$ cat src/rtl/dsm_pkg.sv
// Shared delta-sigma constants: PCM format (two's complement, bit 15 = 1.0 V)
// and the sinc^3 decimator sizing helpers.
package dsm_pkg;

  localparam int PCM_W = 20;

  localparam logic signed [PCM_W-1:0] VIN_FS          = 20'sh0_8000;
  localparam logic signed [PCM_W-1:0] VIN_FS_HALF     = 20'sh0_4000;
  localparam logic signed [PCM_W-1:0] VIN_FS_HALF_NEG = 20'shF_C000;

  // Integrator width: 3*log2(R) bits of growth on a +/-1 input plus sign headroom.
  function automatic int cic_width(input int dec_log2);
    return 32'sd3 * dec_log2 + 32'sd2;
  endfunction

  // Right shift that maps the R^3 full-scale gain onto bit 15.
  function automatic int cic_shift(input int dec_log2);
    return 32'sd3 * dec_log2 - 32'sd15;
  endfunction

endpackage

$ cat src/rtl/dsm_comb.sv
// Registered differentiator y = x - x_prev, one CIC comb stage.
module dsm_comb
  import dsm_pkg::*;
#(
  parameter int W = PCM_W
) (
  input  logic         i_clock,
  input  logic         i_reset,
  input  logic         i_en,
  input  logic [W-1:0] i_x,
  output logic [W-1:0] o_y
);

  logic [W-1:0] r_prev;
  logic [W-1:0] r_y;

  // Difference against the previous enabled input; state holds when idle
  always_ff @(posedge i_clock) begin
    if (i_reset) begin
      r_prev <= '0;
      r_y    <= '0;
    end else if (i_en) begin
      r_prev <= i_x;
      r_y    <= i_x - r_prev;
    end
  end

  assign o_y = r_y;

endmodule

$ cat src/rtl/dsm_decimator.sv
// Third-order CIC decimator: 1-bit modulator stream in, 20-bit PCM out
// through a one-entry valid/ready output register with sticky overrun.
module dsm_decimator
  import dsm_pkg::*;
#(
  parameter int DEC_LOG2 = 6
) (
  input  logic             clock,
  input  logic             reset,
  input  logic             pwm,
  output logic [PCM_W-1:0] pcm_out,
  output logic             out_valid,
  input  logic             out_ready,
  output logic             overrun
);

  localparam int W     = cic_width(DEC_LOG2);
  localparam int S     = cic_shift(DEC_LOG2);
  localparam int EXT_W = (W > PCM_W) ? W : PCM_W;

  logic                    r_pwm;
  logic signed [W-1:0]     r_int1;
  logic signed [W-1:0]     r_int2;
  logic signed [W-1:0]     r_int3;
  logic signed [W-1:0]     w_x;
  logic signed [W-1:0]     w_int1_nxt;
  logic signed [W-1:0]     w_int2_nxt;
  logic signed [W-1:0]     w_int3_nxt;
  logic [DEC_LOG2-1:0]     r_phase;
  logic                    w_strobe;
  logic                    r_str_d1;
  logic                    r_str_d2;
  logic                    r_str_d3;
  logic [1:0]              r_warm;
  logic [W-1:0]            w_y1;
  logic [W-1:0]            w_y2;
  logic [W-1:0]            w_y3;
  logic signed [W-1:0]     w_scaled;
  logic signed [EXT_W-1:0] w_ext;
  logic [PCM_W-1:0]        w_sample;
  logic                    w_new;
  logic [PCM_W-1:0]        r_pcm;
  logic                    r_valid;
  logic                    r_overrun;

  // +1 for a one bit, -1 (all ones) for a zero bit
  assign w_x = {{(W-1){~r_pwm}}, 1'b1};

  // The integrators chain on next-state values so the third strobe after
  // reset sees exactly the last 3R-2 inputs and is fully settled.
  assign w_int1_nxt = r_int1 + w_x;
  assign w_int2_nxt = r_int2 + w_int1_nxt;
  assign w_int3_nxt = r_int3 + w_int2_nxt;

  assign w_strobe = (r_phase == {DEC_LOG2{1'b1}});

  // Input register, wrapping integrators and phase counter
  always_ff @(posedge clock) begin
    if (reset) begin
      r_pwm   <= 1'b0;
      r_int1  <= '0;
      r_int2  <= '0;
      r_int3  <= '0;
      r_phase <= '0;
    end else begin
      r_pwm   <= pwm;
      r_int1  <= w_int1_nxt;
      r_int2  <= w_int2_nxt;
      r_int3  <= w_int3_nxt;
      r_phase <= r_phase + {{(DEC_LOG2-1){1'b0}}, 1'b1};
    end
  end

  // Strobe delay line steps one comb stage per cycle; warm-up counts discarded samples
  always_ff @(posedge clock) begin
    if (reset) begin
      r_str_d1 <= 1'b0;
      r_str_d2 <= 1'b0;
      r_str_d3 <= 1'b0;
      r_warm   <= 2'd0;
    end else begin
      r_str_d1 <= w_strobe;
      r_str_d2 <= r_str_d1;
      r_str_d3 <= r_str_d2;
      if (r_str_d3 && (r_warm != 2'd2)) begin
        r_warm <= r_warm + 2'd1;
      end
    end
  end

  dsm_comb #(.W(W)) u_comb1 (
    .i_clock (clock),
    .i_reset (reset),
    .i_en    (w_strobe),
    .i_x     (r_int3),
    .o_y     (w_y1)
  );

  dsm_comb #(.W(W)) u_comb2 (
    .i_clock (clock),
    .i_reset (reset),
    .i_en    (r_str_d1),
    .i_x     (w_y1),
    .o_y     (w_y2)
  );

  dsm_comb #(.W(W)) u_comb3 (
    .i_clock (clock),
    .i_reset (reset),
    .i_en    (r_str_d2),
    .i_x     (w_y2),
    .o_y     (w_y3)
  );

  // Floor scaling, then sign-extend or truncate into the PCM width
  assign w_scaled = $signed(w_y3) >>> S;
  assign w_ext    = EXT_W'(w_scaled);
  assign w_sample = w_ext[PCM_W-1:0];
  assign w_new    = r_str_d3 && (r_warm == 2'd2);

  // One-entry output register: newest sample wins, overwrite is flagged
  always_ff @(posedge clock) begin
    if (reset) begin
      r_pcm     <= '0;
      r_valid   <= 1'b0;
      r_overrun <= 1'b0;
    end else if (w_new) begin
      r_pcm   <= w_sample;
      r_valid <= 1'b1;
      if (r_valid && !out_ready) begin
        r_overrun <= 1'b1;
      end
    end else if (r_valid && out_ready) begin
      r_valid <= 1'b0;
    end
  end

  assign pcm_out   = r_pcm;
  assign out_valid = r_valid;
  assign overrun   = r_overrun;

endmodule

$ cat config.mk
export PLATFORM = sky130hd
export DESIGN_NAME = dsm_decimator
export DESIGN_NICKNAME = d
export VERILOG_FILES = /design/src/rtl/dsm_pkg.sv /design/src/rtl/dsm_comb.sv /design/src/rtl/dsm_decimator.sv
export SDC_FILE = /design/constraint.sdc
export NUM_CORES = 1
export LEC_CHECK = 0
export BUFFER_PORTS_ARGS = -buffer_cell sky130_fd_sc_hd__buf_2
export CORE_MARGIN = 3
export CORE_UTILIZATION = 55
export CTS_BUF_LIST = sky130_fd_sc_hd__clkbuf_16
export DETAILED_ROUTE_END_ITERATION = 16
export PLACE_DENSITY = 0.69
export SETUP_SLACK_MARGIN = 0.05
export SYNTH_ARGS = -nofsm -noshare
export SYNTH_HDL_FRONTEND = slang
export SYNTH_SLANG_ARGS = --single-unit
$ cat constraint.sdc
create_clock -name clock -period 9.05 [get_ports clock]
set_input_delay 0.905 -clock clock [delete_from_list [all_inputs] [get_ports clock]]
set_output_delay 0.905 -clock clock [all_outputs]
set_load 0.02 [all_outputs]
# Word level (Yosys, flattened, before mapping)
# Cells that the tools add are included.
# W data, S select, Z words.
# totals
ff_bits	211
latchBits	0
ramBits	0
rom_bits	0
wordCells	39
n_memories	0
# classes
add_sub_neg	8
n_mul	0
div	0
n_lt_le_gt_ge	0
n_eq_ne	3
shifts	0
n_mux	2
n_bitwise	1
reduce_logical	7
# op_table
cell	count
$sub A20 B20 Y20	3
$add A20 B20 Y20	2
$add A20 B2 Y20	1
$add A6 B1 Y6 const B	1
$eq A6 B6 Y1 const B	1
$logic_and A1 B1 Y1	4
$add A2 B1 Y2 const B	1
$eq A2 B2 Y1 const B	1
$mux W1	2
$ne A2 B2 Y1 const B	1
$reduce_and A2 Y1	1
$reduce_bool A2 Y1	1
$logic_not A1 Y1	1
$not A1 Y1	1

# Longest topological paths before layout
# logic_depth
word_depth	4
mapped_depth	25
mapped_depth_nobuf	25

# By module
# Synthesis repeated with hierarchy kept, for this count alone.
# unflattened
hier_cells	1494
hier_area_um2	12963.7
# by_module_without_submodules
module	instances	cells_each	area_per_inst_um2	seq_area_each_um2
dsm_decimator	1	585	5220.0	1821.7
dsm_comb (u_comb2 ...)	2	302	2583.7	800.8
dsm_comb (u_comb1)	1	305	2576.2	800.8

# Least setup slack after synthesis
# No wires, ideal clock.
# synth_path
path_type	register -> register
from	register r_pwm
to	register r_int3[19]
setup_time_ns	0.128
arrival_ns	4.946
required_time_ns	8.922
slack_ns	3.976
path_stages_with_launch	24
n_path_buf	0
cell_sequence	dfxtp_1 -> inv_1 -> fa_1 -> a21o_1 -> a21oi_1 -> o21bai_1 -> a21oi_1 -> xnor2_1 -> ha_1 -> or3_1 -> o21ai_0 -> a21oi_1 -> a21o_1 -> xor2_1 -> ha_1 -> a21o_1 -> a221o_1 -> a21o_1 -> o311a_1 -> nor3_1 -> o41ai_1 -> a21oi_1 -> xnor3_1 -> nor2b_1
# synth_between
elab_chain_len	4
# synth_rtl
element	line_no	rtl
start, declared	dsm_decimator.sv:21	logic r_pwm;
start signal, assigned	dsm_decimator.sv:66	r_pwm <= pwm;
$not A1 Y1	dsm_decimator.sv:47	assign w_x = {{(W-1){~r_pwm}}, 1'b1};
$add A20 B2 Y20	dsm_decimator.sv:51	assign w_int1_nxt = r_int1 + w_x;
net w_int1_nxt[6]	dsm_decimator.sv:26	logic signed [W-1:0] w_int1_nxt;
$add A20 B20 Y20	dsm_decimator.sv:52	assign w_int2_nxt = r_int2 + w_int1_nxt;
net w_int2_nxt[8]	dsm_decimator.sv:27	logic signed [W-1:0] w_int2_nxt;
$add A20 B20 Y20	dsm_decimator.sv:53	assign w_int3_nxt = r_int3 + w_int2_nxt;
end signal, assigned	dsm_decimator.sv:69	r_int3 <= w_int3_nxt;
end, declared	dsm_decimator.sv:24	logic signed [W-1:0] r_int3;
# The timed path passes the listed nets, and every way through them passes these cells.
# A chain may end at the register's enable or synchronous reset.

# Final worst setup path
# Same ends and word-level chain as after synthesis.

==> impl_metrics.toml <==
[run_status]
status = "finished, final reports clean"

[hold_path]
hold_class = "flop to flop"

[grt]
grtUsageTotal = 0.1792
use_met2 = 0.3317
grt_pass1_vias = 8465
grt_max_degree = 122
grt_util_met1 = 0.2184
grt.busiest_layer = "met2"
grt_pass1_wl_mm = 37.05
use_met3 = 0.02641
antenna_found_initial = 0
grt-ovfl-total = 0

[detailed_routing]
drtIter0Drc = 306
ant_nets = 0
routedWlPerCell_microns = 12.59
wl_mm = 21.11
vias_per_cell = 5.347
drc = 0
drtPass1Iterations = 5
vias = 8962

[clock_tree]
clk_pin_slew_worst_paths_ns = 0.06
numCtsBuffers = 24
hold_buffers = 0
clockRootBuffer = "clkbuf_16"
cts_resized = 0
h-tree-depth = 1
clock_latency_ns = 0.51
cts_setup_buffers = 0
cts_buffer_depth = 3
cts_tree = "yes"
cts_num_sinks = 208

[synth]
syn_avg_cell_area_sq_um = 8.561
netlist_area_sq_um = 11810
ys_warn_count = 0
synth_ff_type = "dfxtp_1"
netlist_instances = 1379
synth-seq-cells = 208
yosys.area.top_type = "dfxtp_1"
synth_top_area_frac = 0.3527
synth-edff-count = 0
syn_nets = 1506
synth_cell_types = 71
async_reset_ff_frac = 0
synth.area.top_cells = "dfxtp_1 35%, ha_1 13%, mux2i_1 5.3%"
yosysSeqAreaShare = 0.3527

[worst_setup_path]
end_kind = "flop"
worstSetupPathDepth = 23
critPathTopFamily = "compound AO/OA/AOI/OAI gates"
reg2reg_slack_ns = 3.31
crit_path_start_kind = "flop"
required_ns = 9.42
critPathMaxStageDelay_ns = 0.58
reg2reg_depth = 23
endpoint = "r_int3[19]"
crit_buf_inv = 1
crit_type = "flop to flop"
cp_slowest_cell = "fa_1"
worstPathCellList = "inv_1 -> fa_1 -> a21o_1 -> a21oi_1 -> o21a_1 -> nor2_1 -> nor2_1 -> xnor2_1 -> ha_1 -> nand3_1 -> o31ai_1 -> or2_1 -> xor2_1 -> ha_1 -> and3_1 -> a221o_1 -> a21o_1 -> o311a_1 -> nor3_1 -> o41ai_1 -> a21oi_1 -> xnor3_1 -> nor2b_1"
r2r_start = "r_pwm"
reg2reg_to = "r_int3[19]"
arrival_ns = 6.11
worstPathMaxFanout = 19
cp-startpoint = "r_pwm"

[floorplan]
die_h_microns = 152.5
die_w_microns = 152.5
start_util = 0.5706
io_pins = 26
row_count = 52
coreArea_sq_um = 20690
die_area_sq_um = 23260

[final_layout]
final_cells = 1676
nets = 1515
antenna_cells = 0
syn2layout_area_growth_pct = 9.274
drive_gt1_frac = 0.05974

[timing]
finalCritPeriodShare = 0.6347
tns_ns = 0
timing.final.crit_period_ns = 5.744
rsz0062_at_grt = "no"
slew_violations = 0
slew_headroom = 0.3632
max_freq_mhz = 174.1
tightest_slew_ns = 0.9551
hold_violations = 0
worst_clock_skew_ns = 0.007770
setup_viol = 0

[placed_design]
numPortBuffers = 25
place_hpwl_mm = 14.96
dpl.cell_count = 1632
gp_congestion = 0.7795

[flow_run]
cap_violations = 0

[pwr]
powerDensity_nw_per_um2 = 412.5
p_leak_nw = 5.218
ir_drop_mv = 0.2380
## through the flow
stage | instance area, sq um | power, mW | utilization | hold WS [ns] | setup WS, ns
2_1_floorplan | 11810 | 3.892 | - | 0.4176 | 3.976
3_3_place_gp | 12130 | 4.345 | 0.5863 | 0.4353 | 3.413
3_5_place_dp | 12130 | 4.401 | 0.5863 | 0.4414 | 3.351
4_1_cts | 12900 | 5.360 | 0.6235 | 0.4539 | 3.316
5_1_grt | 12900 | 5.865 | 0.6235 | 0.4629 | 2.867
6_report | 12900 | 5.321 | 0.6235 | 0.4511 | 3.306
## cell type report
| class | instances | area [sq um] |
|---|---|---|
| inverter | 86 | 322.8 |
| sequential | 208 | 4167 |
| fill | 1832 | 7790 |
| clock inverter | 19 | 143.9 |
| multi-input combinational | 1037 | 7127 |
| clock buffer | 25 | 625.6 |
| timing repair buffer | 31 | 176.4 |
| tap | 270 | 337.8 |
## flip-flops by register name (all words and copies together) (netlist names)
signal / flops
r_int1: 20
r_int2: 20
r_int3: 20
u_comb1.o_y: 20
u_comb1.r_prev: 20
u_comb2.o_y: 20
u_comb2.r_prev: 20
u_comb3.r_prev: 20
pcm_out: 17
u_comb3.o_y: 17
r_phase: 6
r_warm: 2
out_valid: 1
overrun: 1
r_pwm: 1
r_str_d1: 1
r_str_d2: 1
r_str_d3: 1
## worst min path at each step
stage,from,to,slack (ns),cells past startpoint
floorplan,r_phase[0],r_phase[0],0.42,1
global route,pcm_out[4],pcm_out[4],0.46,2
detailed placement,r_phase[0],r_phase[0],0.44,1
CTS,pcm_out[10],pcm_out[10],0.45,2
global placement,r_phase[0],r_phase[0],0.44,1
finish,pcm_out[10],pcm_out[10],0.45,2
## kinds of logic (layout without fill, tap and decap cells)
logic type / after synthesis / count (layout) / synth area share
AND/OR/NAND/NOR: 454 / 454 / 0.1755
buffers and inverters: 134 / 161 / 0.04356
AO/OA/AOI/OAI: 302 / 302 / 0.1682
flip-flops: 208 / 208 / 0.3527
adder cells (fa/ha/maj): 123 / 123 / 0.1335
XOR/XNOR: 95 / 95 / 0.07292
multiplexers: 63 / 63 / 0.05352
## power by group
| part | internal (mW) | switching, mW | leakage [nW] | total (mW) |
|---|---|---|---|---|
| Clock | 0.556 | 0.376 | 0.392 | 0.932 |
| Sequential | 1.06 | 0.0649 | 1.69 | 1.12 |
| Combinational | 1.54 | 1.73 | 3.13 | 3.27 |
| Total | 3.15 | 2.17 | 5.22 | 5.32 |
## routing by layer
metal,up-vias,wire length [microns]
li1,4782,-
met1,4055,9955
met2,89,10170
met3,36,594
met4,0,387
met5,-,0
## worst min-delay path, delay by kind of cell (launching register included)
kind / cells / cell delay [ns]
AOI/OAI and AO/OA: 1 / 0.05
DFF: 1 / 0.31
and+or+nand+nor: 1 / 0.05
## synth_stat cells (all sizes together), types with 3 or more instances
master   instances
a211oi          15
a31oi           10
or3              9
a211o            4
nand2          141
nor3            40
ha             118
o21bai          10
o31ai            6
nand3b           3
o21a            19
a22o             3
dfxtp          208
a2111oi          3
nand4            5
o211ai           5
nor2           147
a21oi          121
o22ai            4
xor2            29
buf             12
fa               5
a21o            37
a31o             3
nand2b          11
a41o             3
o21ai           38
nor2b           53
mux2i           62
nor3b            5
o41ai            3
and3            11
inv             85
and2             6
clkbuf          36
xnor2           64
nand3           17
## placed cells by master, fill, tap and decap left out, drive strengths merged, types with 38 or more instances in the layout
cell type / instances
dfxtp: 208
nor2: 147
nand2: 141
a21oi: 121
ha: 118
inv: 90
xnor2: 64
mux2i: 62
nor2b: 53
nor3: 40
o21ai: 38
Note: power is estimated with default switching activity, not from simulation.
